File: src/rtl/bc_pkg.sv
// bc_pkg: shared types and constants for code entry and the Bulls & Cows game FSM.
// Contents: digit geometry, entry FSM states, error reasons, the ordered digit-pair
// table walked by the repeat check, and a digit extraction helper.
package bc_pkg;
    localparam int NUM_DIGITS = 4;
    localparam int DIGIT_W    = 4;
    localparam int CODE_W     = NUM_DIGITS * DIGIT_W;
    localparam logic [3:0] LAST_IDX = 4'd9;
    typedef enum logic [1:0] {IDLE, CHECK, REPORT} entry_state_t;
    typedef enum logic [1:0] {
        ERR_NONE   = 2'b00,
        ERR_BCD    = 2'b01,
        ERR_REPEAT = 2'b10
    } err_kind_t;
    // Pair n (checked at idx 4+n): (0,1),(0,2),(0,3),(1,2),(1,3),(2,3); element 0 is rightmost.
    localparam logic [5:0][1:0] PAIR_A = {2'd2, 2'd1, 2'd1, 2'd0, 2'd0, 2'd0};
    localparam logic [5:0][1:0] PAIR_B = {2'd3, 2'd3, 2'd2, 2'd3, 2'd2, 2'd1};
    function automatic logic [DIGIT_W-1:0] digit(input logic [CODE_W-1:0] c, input logic [1:0] i);
        return c[DIGIT_W*i +: DIGIT_W];
    endfunction
endpackage

File: src/rtl/code_entry_if.sv
// code_entry_if: switch/button inputs and validated-code outputs of the code entry stage.
// Signals: code (raw switches), enter_button (raw push button), code_out (last accepted
// code), code_valid / code_error (one-cycle report pulses), err_kind (reject reason), busy.
// master: the side driving switches/button and consuming reports; slave: code_entry.
interface code_entry_if;
    logic [bc_pkg::CODE_W-1:0] code;
    logic                      enter_button;
    logic [bc_pkg::CODE_W-1:0] code_out;
    logic                      code_valid;
    logic                      code_error;
    logic [1:0]                err_kind;
    logic                      busy;
    modport master (
        output code, enter_button,
        input  code_out, code_valid, code_error, err_kind, busy
    );
    modport slave (
        input  code, enter_button,
        output code_out, code_valid, code_error, err_kind, busy
    );
endinterface

File: src/rtl/button_debouncer.sv
// button_debouncer: synchronises a raw button, debounces it and emits a rising-edge pulse.
// Ports: clock, reset (async, active-high), button (raw, asynchronous),
// press (one cycle high on each rising edge of the debounced level).
module button_debouncer #(
    parameter int DEBOUNCE_CYCLES = 1000000
) (
    input  logic clock,
    input  logic reset,
    input  logic button,
    output logic press
);
    localparam int CW = $clog2(DEBOUNCE_CYCLES + 1);
    localparam logic [CW-1:0] LAST = CW'(DEBOUNCE_CYCLES - 1);
    logic          s1, s2, level, level_d;
    logic [CW-1:0] cnt;
    // The level only flips after DEBOUNCE_CYCLES consecutive differing samples;
    // any agreement in between restarts the count, so short glitches are absorbed.
    always_ff @(posedge clock or posedge reset) begin
        if (reset) begin
            s1      <= 1'b0;
            s2      <= 1'b0;
            level   <= 1'b0;
            level_d <= 1'b0;
            cnt     <= '0;
        end else begin
            s1      <= button;
            s2      <= s1;
            level_d <= level;
            if (s2 == level) begin
                cnt <= '0;
            end else if (cnt == LAST) begin
                cnt   <= '0;
                level <= ~level;
            end else begin
                cnt <= cnt + 1'b1;
            end
        end
    end
    assign press = level & ~level_d;
endmodule

File: src/rtl/code_entry.sv
// code_entry: captures the switch code on each debounced enter press and validates it
// one test per cycle (four BCD checks, then six pairwise repeat checks) before
// reporting a valid code or an error reason to the game FSM.
// Ports: clock, reset (async, active-high), bus (code_entry_if.slave).
module code_entry
    import bc_pkg::*;
#(
    parameter int DEBOUNCE_CYCLES = 1000000
) (
    input  logic              clock,
    input  logic              reset,
    code_entry_if.slave       bus
);
    logic              press;
    logic [CODE_W-1:0] code_s1, code_s2;
    logic [CODE_W-1:0] snap, snap_n;
    logic [CODE_W-1:0] out_q, out_n;
    logic [3:0]        idx, idx_n;
    logic              valid_q, valid_n, error_q, error_n;
    err_kind_t         kind_q, kind_n;
    entry_state_t      state, state_n;
    logic [2:0]        pair;
    logic              bcd_fail, rep_fail;
    button_debouncer #(.DEBOUNCE_CYCLES(DEBOUNCE_CYCLES)) u_btn (
        .clock  (clock),
        .reset  (reset),
        .button (bus.enter_button),
        .press  (press)
    );
    // idx 0-3 test digit idx for BCD, idx 4-9 test pair idx-4 for a repeat.
    assign pair     = (idx >= 4'd4) ? 3'(idx - 4'd4) : 3'd0;
    assign bcd_fail = (idx < 4'd4) && (digit(snap, idx[1:0]) > 4'd9);
    assign rep_fail = (idx >= 4'd4) && (digit(snap, PAIR_A[pair]) == digit(snap, PAIR_B[pair]));
    always_ff @(posedge clock or posedge reset) begin
        if (reset) begin
            code_s1 <= '0;
            code_s2 <= '0;
            snap    <= '0;
            out_q   <= '0;
            idx     <= '0;
            valid_q <= 1'b0;
            error_q <= 1'b0;
            kind_q  <= ERR_NONE;
            state   <= IDLE;
        end else begin
            code_s1 <= bus.code;
            code_s2 <= code_s1;
            snap    <= snap_n;
            out_q   <= out_n;
            idx     <= idx_n;
            valid_q <= valid_n;
            error_q <= error_n;
            kind_q  <= kind_n;
            state   <= state_n;
        end
    end
    // Report outputs are computed on the transition into REPORT and registered,
    // so they are high exactly for the single REPORT cycle.
    always_comb begin
        state_n = state;
        idx_n   = idx;
        snap_n  = snap;
        out_n   = out_q;
        valid_n = 1'b0;
        error_n = 1'b0;
        kind_n  = ERR_NONE;
        case (state)
            IDLE: begin
                if (press) begin
                    snap_n  = code_s2;
                    idx_n   = 4'd0;
                    state_n = CHECK;
                end
            end
            CHECK: begin
                idx_n = idx + 4'd1;
                if (bcd_fail || rep_fail) begin
                    state_n = REPORT;
                    error_n = 1'b1;
                    kind_n  = bcd_fail ? ERR_BCD : ERR_REPEAT;
                end else if (idx == LAST_IDX) begin
                    state_n = REPORT;
                    valid_n = 1'b1;
                    out_n   = snap;
                end
            end
            REPORT:  state_n = IDLE;
            default: state_n = IDLE;
        endcase
    end
    assign bus.code_out   = out_q;
    assign bus.code_valid = valid_q;
    assign bus.code_error = error_q;
    assign bus.err_kind   = kind_q;
    assign bus.busy       = (state != IDLE);
endmodule

File: src/flat_wrapper.sv
// flat-port wrapper written by rule: the top's interface ports become plain ports
module code_entry_flat import bc_pkg::*;
#(
    parameter int DEBOUNCE_CYCLES = 1000000
)
  (clock, reset, bus_code, bus_enter_button, bus_code_out, bus_code_valid, bus_code_error, bus_err_kind, bus_busy);
  code_entry_if bus_i ();
  input  logic clock;
  input  logic reset;
  input wire logic [$bits(bus_i.code)-1:0] bus_code;
  input wire logic [$bits(bus_i.enter_button)-1:0] bus_enter_button;
  output wire logic [$bits(bus_i.code_out)-1:0] bus_code_out;
  output wire logic [$bits(bus_i.code_valid)-1:0] bus_code_valid;
  output wire logic [$bits(bus_i.code_error)-1:0] bus_code_error;
  output wire logic [$bits(bus_i.err_kind)-1:0] bus_err_kind;
  output wire logic [$bits(bus_i.busy)-1:0] bus_busy;
  assign bus_i.code = bus_code;
  assign bus_i.enter_button = bus_enter_button;
  assign bus_code_out = bus_i.code_out;
  assign bus_code_valid = bus_i.code_valid;
  assign bus_code_error = bus_i.code_error;
  assign bus_err_kind = bus_i.err_kind;
  assign bus_busy = bus_i.busy;
  code_entry #(.DEBOUNCE_CYCLES(DEBOUNCE_CYCLES)) u_core (.clock(clock), .reset(reset), .bus(bus_i));
endmodule
File: config.mk
export PLATFORM = sky130hd
export DESIGN_NAME = code_entry_flat
export DESIGN_NICKNAME = d
export VERILOG_FILES = /design/src/rtl/bc_pkg.sv /design/src/rtl/code_entry_if.sv /design/src/rtl/button_debouncer.sv /design/src/rtl/code_entry.sv /design/src/flat_wrapper.sv
export SDC_FILE = /design/constraint.sdc
export NUM_CORES = 1
export LEC_CHECK = 0
export CAP_MARGIN = 40
export CORE_UTILIZATION = 30
export DETAILED_ROUTE_END_ITERATION = 7
export GPL_TIMING_DRIVEN = 0
export PLACE_DENSITY = 0.5
export SLEW_MARGIN = 25
export SYNTH_ARGS = -nofsm -noshare
export SYNTH_HDL_FRONTEND = slang
export SYNTH_HIERARCHICAL = 1
export SYNTH_SLANG_ARGS = --single-unit
File: constraint.sdc
create_clock -name clock -period 7.08 [get_ports clock]
set_clock_uncertainty 0.2 [all_clocks]
set_input_delay 1.77 -clock clock [delete_from_list [all_inputs] [get_ports clock]]
set_output_delay 1.77 -clock clock [all_outputs]
set_load 0.01 [all_outputs]
# --- Word-level counts from Yosys, hierarchy flattened ---
# Memory sizes are Yosys's and may differ from the RTL's.
# Index checks and enable logic that the tools add are counted.
# W data, S select, Z words.
totals:
  ff_bits: 98
  mem_bits_ro: 32
  input_bits: 19
  output_inout_bits: 21
  word_cells: 68
  mem_count: 2
memory_table:
  columns: ["name", "depth", "width", "read_ports", "rd_ports_with_merged_regs", "write_ports", "line", "rtl"]
  rows:
  - ["(no name shown)", 8, 2, 1, 0, 0, "code_entry.sv:33", "assign rep_fail = (idx >= 4'd4) && (digit(snap, PAIR_A[pair]) == digit(snap, PAIR_B[pair]));"]
  - ["(no name shown)", 8, 2, 1, 0, 0, "code_entry.sv:33", null]
op_classes:
  addsub: 3
  n_lt_le_gt_ge: 4
  eq_ne: 7
  shifts: 3
  n_mux: 19
  n_bitwise: 5
  n_reduce_logical: 11
ops:
  columns: ["cell", "count"]
  rows:
  - ["$shiftx A16 B5 Y4", 3]
  - ["$mux W20", 2]
  - ["$add A20 B1 Y20 const B", 1]
  - ["$eq A20 B20 Y1 const B", 1]
  - ["$mux W2", 8]
  - ["$pmux W4 S2", 1]
  - ["$reduce_and A2 Y1", 4]
  - ["$mux W1", 5]
  - ["$add A4 B1 Y4 const B", 1]
  - ["$eq A4 B4 Y1", 1]
  - ["$eq A4 B4 Y1 const B", 1]
  - ["$ge A4 B3 Y1 const B", 1]
  - ["$gt A4 B4 Y1 const B", 1]
  - ["$lt A3 B4 Y1 const B", 1]
  - ["$lt A4 B3 Y1 const B", 1]
  - ["$mux W4", 1]
  - ["$not A1 Y1", 4]
  - ["$pmux W2 S2", 1]
  - ["$reduce_bool A2 Y1", 2]
  - ["$mux W3", 1]
  - ["$ne A3 B1 Y1 const B", 1]
  - ["$reduce_and A3 Y1", 1]
  - ["$sub A3 B3 Y3 const B", 1]
  - ["$eq A2 B1 Y1 const B", 1]
  - ["other kinds (6)", 7]

# --- Depth between registers and ports, before layout ---
logic_depth:
  ltp_word: 10
  depth_mapped: 9
  ltp_nobuf: 7

# --- Modules after synthesis ---
# Netlist, hierarchy kept.
by_module_without_submodules:
  columns: ["mod", "n_inst", "cells_each", "area_per_inst_um2", "seq_area_each_um2"]
  rows:
  - ["code_entry", 1, 188, 2775.2, 1851.8]
  - ["button_debouncer", 1, 111, 1146.1, 600.6]

# --- Least setup slack after synthesis ---
# Ideal clock, no wire load.
synth_path:
  kind: "register -> output"
  start: "register u_core.state[0]"
  end: "output port bus_busy"
  t_arrival_ns: 0.683
  required_ns: 5.110
  path_slack_ns: 4.427
  stages_incl_launch_ff: 2
  path_buffers: 0
  path_cell_list: "dfrtp_1 > or2_2"
synth_between:
  elab_chain_len: 1
synth_lines:
  columns: ["element", "line", "rtl"]
  rows:
  - ["from (decl)", "code_entry.sv:21", "entry_state_t state, state_n;"]
  - ["from (signal assigned)", "code_entry.sv:54", "state <= state_n;"]
  - ["$reduce_bool A2 Y1", "code_entry.sv:95", "assign bus.busy = (state != IDLE);"]
  - ["to (decl)", "flat_wrapper.sv:16", "output wire logic [$bits(bus_i.busy)-1:0] bus_busy;"]
# No other way between the ends.

# --- Final worst setup path ---
# Ends and elaborated chain as after synthesis.

==> key figures <==
Outcome
  – Status: finished clean

Clocking
  – Root Driver: clkbuf_16
  – Hold Buf Count CTS: 0
  – CTS Buf Count: 9
  – Max Buffers Root-to-Sink: 2
  – H-tree levels: 3
  – Clk_lat worst skew: approximately 330 ps
  – CTS tree: done
  – PostCTS Resize Cnt: 0
  – Clock slew at reported path FFs: roughly 70 ps
  – Clk sink count: 98
  – Postcts setup bufs: 0

Drt
  – WL final: between 7000 and 8000 um
  – Vias: about 2,400
  – ANT nets after route: 0
  – Via-to-Cell Ratio: approximately 4.6
  – WL per Instance: about 14 um
  – DRC Markers: 0
  – Number of detailed-route iterations in the first pass: 4
  – 1st-iter DRT viols: 91

Floorplan
  – Initial core utilization: 0.309
  – FP Rows: a little over 40
  – Core area: approximately 13,000 um2
  – Die width: between 100 and 150 um
  – Die height: roughly 120 um
  – IO Pins: 40
  – Die area: between 10,000 and 15,000 um2

Pwr
  – VDD IR max: ~120 uV
  – Leakage: approximately 2.2 nW
  – Power Density: roughly 230 nW/um2

Global route
  – Global-route wire length before repair: about 13,000 um
  – Total track usage: 0.123
  – Largest net degree at the start of global routing: 43
  – Grt ovf: 0
  – Vias in the first global route: ~2,500
  – Initial antenna violation count: 0

Timing
  – RSZ-0062 raised after global routing: no
  – Post-layout minimum cycle time: roughly 3500 ps
  – Min setup slack post-route: 3590 ps
  – Hold Fails Final Rpt: 0
  – Max-slew violation count: 0
  – Least-Margin Pin Slew: between 600 and 700 ps
  – Period utilization: 0.493
  – Setup_tns: 0 ps
  – Max Clock Freq: roughly 290 MHz
  – Setup violations, final: 0
  – Rel. slew slack: 0.598

Finish
  – Layout cells sized above 1: 0.214
  – Number of nets in the layout: about 370
  – Fin cells: 527
  – Antenna cells: 0
  – Multi-input logic area: between 1000 and 1500 um2
  – Final instance area: between 4000 and 5000 um2
  – Register area: roughly 2500 um2
  – Final core occ: 0.387
  – Filler cell count: roughly 1,200
  – Area growth, synth to finish: 25.0%

Placed design
  – RD Place Congestion: slightly above 0.8
  – IO buf count: 39
  – DP HPWL: 5220 um
  – Area after DPL: 4560 um2
  – Pre-CTS setup slack: 3940 ps
  – # placed instances: between 500 and 600

Critical path
  – WS Path Type: reg -> out
  – Worst endpoint required time: between 5000 and 6000 ps
  – Critical path startpoint category: flip-flop
  – Crit end category: primary output
  – Max FO, Critical Path: 3
  – CP arrival: 1520 ps

Synth
  – Ys async rst share: 1.00
  – Synthesis warning total: 6
  – Register area share after synthesis: 0.625
  – Cell count after synthesis: between 200 and 300
  – Post-Syn Nets: roughly 320
  – Primary FF master, synth: dfrtp_1
  – Post-synth cell types: 52
  – EDFF count, synth: 0
  – Cell area after synthesis: 3920 um2
  – Avg Cell Area, Syn: between 10 and 15 um2
  – FF+latch count, synth: 98

Run
  – Max Cap Violations: 0

Worst hold path
  – Worst Hold Class: reg -> reg
-- critical path: stages, from the launching register on --
cell and delay, ps:
dfrtp_1 380, or2_2 320, clkdlybuf4s50_1 490
-- per-stage QoR --
step | hold slack (ps) | power (W)
final | 144 | 0.00115
after global routing | 154 | 0.00119
after CTS | 149 | 0.00117
after detailed placement | 136 | 0.000615
after global placement | 136 | 0.000612
after floorplan | 131 | 0.000597
-- synth_stat cells, types with 3 or more instances --
cell	number	share of area
dfrtp_1	98	0.63
nor2_1	23	0.022
mux2_2	22	0.063
nand2_1	18	0.017
o21ai_0	12	0.015
xor2_1	11	0.025
inv_1	10	0.0096
mux2_4	9	0.034
xnor2_1	8	0.018
a21oi_1	6	0.0077
nand3_1	6	0.0077
or3_2	5	0.0096
and3_1	4	0.0064
o221ai_1	4	0.0089
o31ai_1	4	0.0077
or3_1	4	0.0064
clkbuf_1	3	0.0029
ha_1	3	0.0096
nand4_1	3	0.0048
nor3_1	3	0.0038
nor4_1	3	0.0048
or2_2	3	0.0048
-- flip-flops by register name, summed over array words and instances, names as in the netlist --
name,cells
u_core/snap,16
u_core/code_s1,16
u_core/u_btn/s2,1
u_core/bus.code_valid,1
u_core/state,2
u_core/bus.code_out,16
u_core/u_btn/level_d,1
u_core/bus.err_kind,2
u_core/code_s2,16
u_core/u_btn/s1,1
u_core/u_btn/cnt,20
u_core/u_btn/level,1
u_core/idx,4
u_core/bus.code_error,1
-- power breakdown --
| part | internal, W | switching (W) | leakage (nW) | total, W |
|---|---|---|---|---|
| Clock | 0.000345 | 0.000203 | 0.166 | 0.000548 |
| Combinational | 0.0000126 | 0.0000155 | 0.751 | 0.0000281 |
| Sequential | 0.000571 | 0.00000409 | 1.29 | 0.000575 |
-- final timing paths --
path                                        start  slack [ps]                endpoint  cells past startpoint
worst max-delay path              u_core/state[0]        3590                bus_busy                      2
worst min-delay path            u_core/code_s1[5]         140       u_core/code_s2[5]                      0
worst max register to register      u_core/idx[0]        4150  u_core/bus.code_out[5]                      9
worst min register to register  u_core/code_s1[5]         140       u_core/code_s2[5]                      0
max in group asynchronous                   reset        4510      u_core/code_s1[10]                      3
min in group asynchronous                   reset        1610       u_core/code_s1[0]                      2
-- routing by layer --
| layer | part of all wire | global-route usage | up-vias |
|---|---|---|---|
| li1 | - | - | 1159 |
| met1 | 0.47 | 0.164 | 1227 |
| met2 | 0.49 | 0.193 | 44 |
| met3 | 0.036 | 0.0301 | 4 |
| met4 | 0.0065 | 0.0487 | 0 |
| met5 | 0 | 0 | - |
-- cell families after synthesis --
family	share of synthesized area
flip-flops	0.625
AO/OA/AOI/OAI	0.0651
adder cells (fa/ha/maj)	0.00957
buffers and inverters	0.0239
multiplexers	0.103
XOR/XNOR	0.0424
AND/OR/NAND/NOR	0.130
-- layout make-up --
cell class | count | area share
Buffer | 9 | 0.0115
Clock buffer | 9 | 0.0459
Clock inverter | 6 | 0.0230
Inverter | 10 | 0.00817
Multi-Input combinational cell | 182 | 0.281
Sequential cell | 98 | 0.500
Tap cell | 172 | 0.0439
Timing Repair Buffer | 41 | 0.0868
-- cells in the final DEF (no fill, tap or decap), types with 3 or more instances in the layout --
cell and n:
and3_1 4, bufinv_16 3, dfrtp_1 98, nand2_1 18, ha_1 3, clkdlybuf4s50_1 39
o21ai_0 12, a21oi_1 6, mux2_2 22, nor3_1 3, or3_1 4, o31ai_1 4
o221ai_1 4, or3_2 5, nand3_1 6, xor2_1 11, mux2_4 9, xnor2_1 8
clkbuf_16 9, nor2_1 23, clkbuf_1 3, or2_2 3, nand4_1 3, inv_1 9
nor4_1 3
Note: power is estimated with default switching activity, not from simulation.
